===== config.mk =====
export PLATFORM = sky130hd
export DESIGN_NAME = piso_stream
export DESIGN_NICKNAME = d
export VERILOG_FILES = /design/src/rtl/piso_stream.sv
export SDC_FILE = /design/constraint.sdc
export NUM_CORES = 1
export LEC_CHECK = 0
export BUFFER_PORTS_ARGS = -buffer_cell sky130_fd_sc_hd__buf_2
export CORE_MARGIN = 3
export CORE_UTILIZATION = 48
export CTS_BUF_LIST = sky130_fd_sc_hd__clkbuf_16
export CTS_CLUSTER_DIAMETER = 150
export CTS_CLUSTER_SIZE = 12
export DETAILED_ROUTE_END_ITERATION = 10
export PLACE_DENSITY = 0.74
export SLEW_MARGIN = 30
export SYNTH_ARGS = -nofsm -noshare
export SYNTH_HDL_FRONTEND = slang
export SYNTH_SLANG_ARGS = --single-unit

===== constraint.sdc =====
create_clock -name clk -period 1.7 [get_ports clk]
set_clock_uncertainty 0.2 [all_clocks]
set_input_delay 0.255 -clock clk [delete_from_list [all_inputs] [get_ports clk]]
set_output_delay 0.255 -clock clk [all_outputs]
set_load 0.1 [all_outputs]

===== src/rtl/piso_stream.sv =====
// Parallel-in/serial-out shifter with load handshake, selectable bit order and gapless frames.
// Optional trailing parity bit is enabled by defining PISO_PARITY_EN.
module piso_stream #(
    parameter int WIDTH      = 8,
    parameter bit MSB_FIRST  = 1'b1,
    parameter int PARITY_ODD = 0
) (
    input  logic             clk,
    input  logic             rst,
    input  logic             ld,
    input  logic [WIDTH-1:0] pin,
    output logic             ready,
    output logic             sout,
    output logic             sout_valid,
    output logic             busy,
    output logic             done,
    output logic             ovr
);

    localparam int CW = $clog2(WIDTH);
    localparam logic [CW-1:0] CNT_LAST = CW'(WIDTH - 1);

    if (WIDTH < 2 || (PARITY_ODD != 0 && PARITY_ODD != 1)) begin : g_bad_param
        $error("piso_stream: WIDTH must be >= 2 and PARITY_ODD 0 or 1");
    end

    typedef enum logic [1:0] {
        IDLE,
        SHIFT
`ifdef PISO_PARITY_EN
        , PARITY
`endif
    } state_t;

    state_t           state, state_nxt;
    logic [WIDTH-1:0] shreg;
    logic [CW-1:0]    cnt;
    logic             sout_q;
    logic             ovr_q;
    logic             last_data;
    logic             frame_end;
    logic             accept;
`ifdef PISO_PARITY_EN
    logic             pbit;
`endif

    assign last_data = (state == SHIFT) && (cnt == CNT_LAST);
`ifdef PISO_PARITY_EN
    assign frame_end = (state == PARITY);
`else
    assign frame_end = last_data;
`endif
    assign ready  = (state == IDLE) || frame_end;
    assign accept = ld && ready;

    always_ff @(posedge clk) begin
        if (rst) begin
            state <= IDLE;
        end else begin
            state <= state_nxt;
        end
    end

    always_comb begin
        state_nxt = state;
        if (accept) begin
            state_nxt = SHIFT;
        end else begin
            case (state)
                IDLE:  state_nxt = IDLE;
                SHIFT: begin
                    if (last_data) begin
`ifdef PISO_PARITY_EN
                        state_nxt = PARITY;
`else
                        state_nxt = IDLE;
`endif
                    end
                end
                default: state_nxt = IDLE;
            endcase
        end
    end

    // Shift register holds the bits not yet placed on sout; the first bit goes straight out on load.
    always_ff @(posedge clk) begin
        if (rst) begin
            shreg  <= '0;
            cnt    <= '0;
            sout_q <= 1'b0;
            ovr_q  <= 1'b0;
`ifdef PISO_PARITY_EN
            pbit   <= 1'b0;
`endif
        end else begin
            if (ld && !ready) begin
                ovr_q <= 1'b1;
            end
            if (accept) begin
                cnt <= '0;
                if (MSB_FIRST) begin
                    sout_q <= pin[WIDTH-1];
                    shreg  <= {pin[WIDTH-2:0], 1'b0};
                end else begin
                    sout_q <= pin[0];
                    shreg  <= {1'b0, pin[WIDTH-1:1]};
                end
`ifdef PISO_PARITY_EN
                pbit <= (^pin) ^ (PARITY_ODD != 0);
`endif
            end else if (state == SHIFT && !last_data) begin
                cnt <= cnt + 1'b1;
                if (MSB_FIRST) begin
                    sout_q <= shreg[WIDTH-1];
                    shreg  <= {shreg[WIDTH-2:0], 1'b0};
                end else begin
                    sout_q <= shreg[0];
                    shreg  <= {1'b0, shreg[WIDTH-1:1]};
                end
`ifdef PISO_PARITY_EN
            end else if (last_data) begin
                sout_q <= pbit;
`endif
            end else begin
                sout_q <= 1'b0;
            end
        end
    end

    assign sout       = sout_q;
    assign sout_valid = (state != IDLE);
    assign busy       = (state != IDLE);
    assign done       = frame_end;
    assign ovr        = ovr_q;

endmodule

==> out/summary.txt <==
Number of vias after detailed routing: 464
Number of endpoints failing setup at the final stage: 2
Cell-by-cell listing of the critical path: ha_4 -> ha_4 -> nor2b_4 -> inv_8 -> buf_12
Critical path class: flop to primary output
Count of flip-flops with a built-in enable after synthesis: 0
Number of buffers between clock root and the deepest sink: 2
M1 GR Usage: 0.198
Clock slew at the register clock pins of the worst setup and hold paths: 0.04 ns
Period Utilization, post-route: 1.02
Met2 routing resource usage after global routing: 0.228
Number of cell rows: 12
Number of nets with antenna violations after routing: 0
Cell at the slowest stage of the critical path: dfxtp_2
Maximum single-stage delay on the critical path: 0.33 ns
N_diodes: 0
First-pass iteration count of the detailed router: 2
Syn Nets: 72
Failing checks: negative setup slack
Share of the core filled with cells in the final layout: 0.717
WP depth: 5
Floorplan core area: 1170 um^2
CTS tree: done
Yosys cell types: 18
Quantity of hold-fixing buffers added after cts: 0
Initial antenna violation count: 0
Overall power consumption: 0.000942 W
Largest fanout of any net on the critical path: 2
Global placer's final weighted congestion: 0.688
Maximum number of pins on one net before global-route repair: 17
FF+latch area: 267 um^2
Top_reg_cell synth: dfxtp_1
Worst EP arrival: 1.27 ns
Fill cell total of the finished layout: 90
Area of the die: 1770 um^2
Netlist area before placement: 626 um^2
Busiest layer in global routing: met2
WL per Instance: 13.1 um
Worst Reg-to-Reg Cells: 7
Flip-flop and latch count after synthesis: 13
Required @ worst endpoint: 1.24 ns
Kind of end point of the critical path: primary output
Max-slew violation count: 0
Total Nets Final: 92
Top delay family on crit path: flip-flops
Unrepaired setup endpoints after global routing: true
Run status: finished with violations
FF-to-FF setup slack: 0.11 ns
Worst relative slew slack: 0.678
Pin slew with the least headroom to its limit: 0.486 ns
Max rail drop VDD: 0.709 mV
Number of global-route vias before repair: 453
Share of layout cells above drive strength 1: 0.474
Top-level port count: 17
Met3 track demand over resource: 0.0429
X dimension of the die: 42.1 um
Count of clock tree sinks: 13
Latest clock arrival within the worst-skew pair: 0.24 ns
Initial standard-cell utilization of the core: 0.534
Startpoint of the most critical setup path: cnt[1]$_SDFFE_PP0P_
Highest attainable clock frequency: 0.579 GHz
Library cell used as clock root buffer: clkbuf_16
Kind of launch point of the worst setup path: flop
Port buffer count: 16
R2R Path Start: cnt[1]$_SDFFE_PP0P_
Vert. Die Dim: 42.1 um
Endpoint of the most critical register-to-register path: cnt[0]$_SDFFE_PP0P_
DRC violations left: 0
Post-route worst setup slack: -0.0258 ns
Bufs and invs on worst path: 2
Overall fraction of global-route tracks in use: 0.149
CP Capture Point: ready
Tmin final: 1.73 ns
Routed wire length: 1.21 mm
Hold Path Class: input pin to flop
Wire length of the first global-routing pass: 2.05 mm
Most used cell, CP: ha_4
Sequential share of the synthesized area: 0.416
Vias per std cell: 5.04
Max-Cap Viols: 0
Yosys synthesis warning count: 0
Standby leakage power: 0.371 nW
Pwr per Cell Area: 1120 nW/um^2
Number of clock buffers inserted by TritonCTS: 3
Total grt overflow: 0
Asr flop ratio synth: 0
Layout-stage area growth over the synthesis result: 34.2%
Iter 0 DRT Violations: 3
Combined area of the multi-input logic cells: 325 um^2
Post-synthesis area per instance: 10.6 um^2
H-tree lvl count: 1
Gate count after technology mapping: 59
Number of hold violations in the final report: 0
[worst min path at each step]
| stage | end | cells after the start | from |
|---|---|---|---|
| 6_report | sout$_SDFF_PP0_ | 3 | pin[7] |
| 5_1_grt | sout$_SDFF_PP0_ | 3 | pin[7] |
| 4_1_cts | sout$_SDFF_PP0_ | 3 | pin[7] |
| 3_5_place_dp | sout$_SDFF_PP0_ | 2 | shreg[7]$_SDFFE_PP0P_ |
| 3_3_place_gp | sout$_SDFF_PP0_ | 2 | shreg[7]$_SDFFE_PP0P_ |
| 2_1_floorplan | shreg[3]$_SDFFE_PP0P_ | 1 | rst |
[synth_stat cells (2+ instances only)]
cell type  number  area (um^2)
a21oi_1         5         25.0
ha_1            2         25.0
dfxtp_1        13          260
a211oi_2        6         75.1
buf_6           2         22.5
nor2_1          9         33.8
mux2i_1         7         70.1
nand2_1         3         11.3
nand3b_1        3         22.5
[metrics by stage]
step	hold slack [ns]	cells	area, um^2	worst slack, ns	setup TNS [ns]
6_report	0.0906	92	840	-0.0258	-0.0419
5_1_grt	0.108	92	840	-0.0530	-0.0871
4_1_cts	0.0925	91	832	-0.0258	-0.0450
3_5_place_dp	0.255	86	703	0.0188	0
3_3_place_gp	0.241	86	703	0.0468	0
2_1_floorplan	0.120	59	631	0.0914	0
[worst min-delay path: stages]
cell,delay (ns)
buf_2,0.10
nand3_1,0.07
a21oi_1,0.06
[sequential cells by signal (all words and copies together), names as in the netlist]
register / count
cnt: 3
ovr: 1
shreg: 7
sout: 1
state: 1
[layout make-up]
type | count | share of cell area
Sequential cell | 13 | 0.317
Clock buffer | 3 | 0.0894
Inverter | 1 | 0.0134
Tap cell | 14 | 0.0209
Clock inverter | 1 | 0.00447
Timing Repair Buffer | 20 | 0.167
Multi-Input combinational cell | 40 | 0.387
[layer usage]
metal | wire, um | up-vias
met5 | 0 | -
li1 | - | 241
met4 | 9 | 0
met2 | 548 | 13
met3 | 67 | 2
met1 | 580 | 208
[logic make-up after synthesis]
kind of cell	synth area share
flip-flops	0.416
adder cells (fa/ha/maj)	0.0400
AO/OA/AOI/OAI	0.160
buffers and inverters	0.106
multiplexers	0.112
AND/OR/NAND/NOR	0.166
[power by group]
group / leakage (nW) / switching, W / internal [W]
Sequential: 0.109 / 0.0000124 / 0.000327
Clock: 0.0423 / 0.000126 / 0.000310
Combinational: 0.220 / 0.000110 / 0.0000576
Total: 0.371 / 0.000248 / 0.000694
[repair_timing]
action | 4_1_cts | 5_1_grt
setup endpoints to repair | 2 | 2
setup buffers | 1 | 1
resized for setup | 10 | 0
pin swaps | 1 | 0
[placed cells by master, fill, tap and decap left out]
cell type / count
clkbuf_16: 3
inv_8: 1
buf_4: 4
nor2b_4: 1
nor2_1: 9
dfxtp_2: 2
nand3_1: 1
nor3_1: 1
buf_12: 2
ha_4: 2
nand3b_1: 3
a211oi_2: 6
dfxtp_1: 10
nand2b_1: 1
buf_2: 14
dfxtp_4: 1
mux2i_1: 7
nand2_1: 3
a21oi_1: 5
inv_1: 1
and2_2: 1
(Power assumes the default switching activity.)
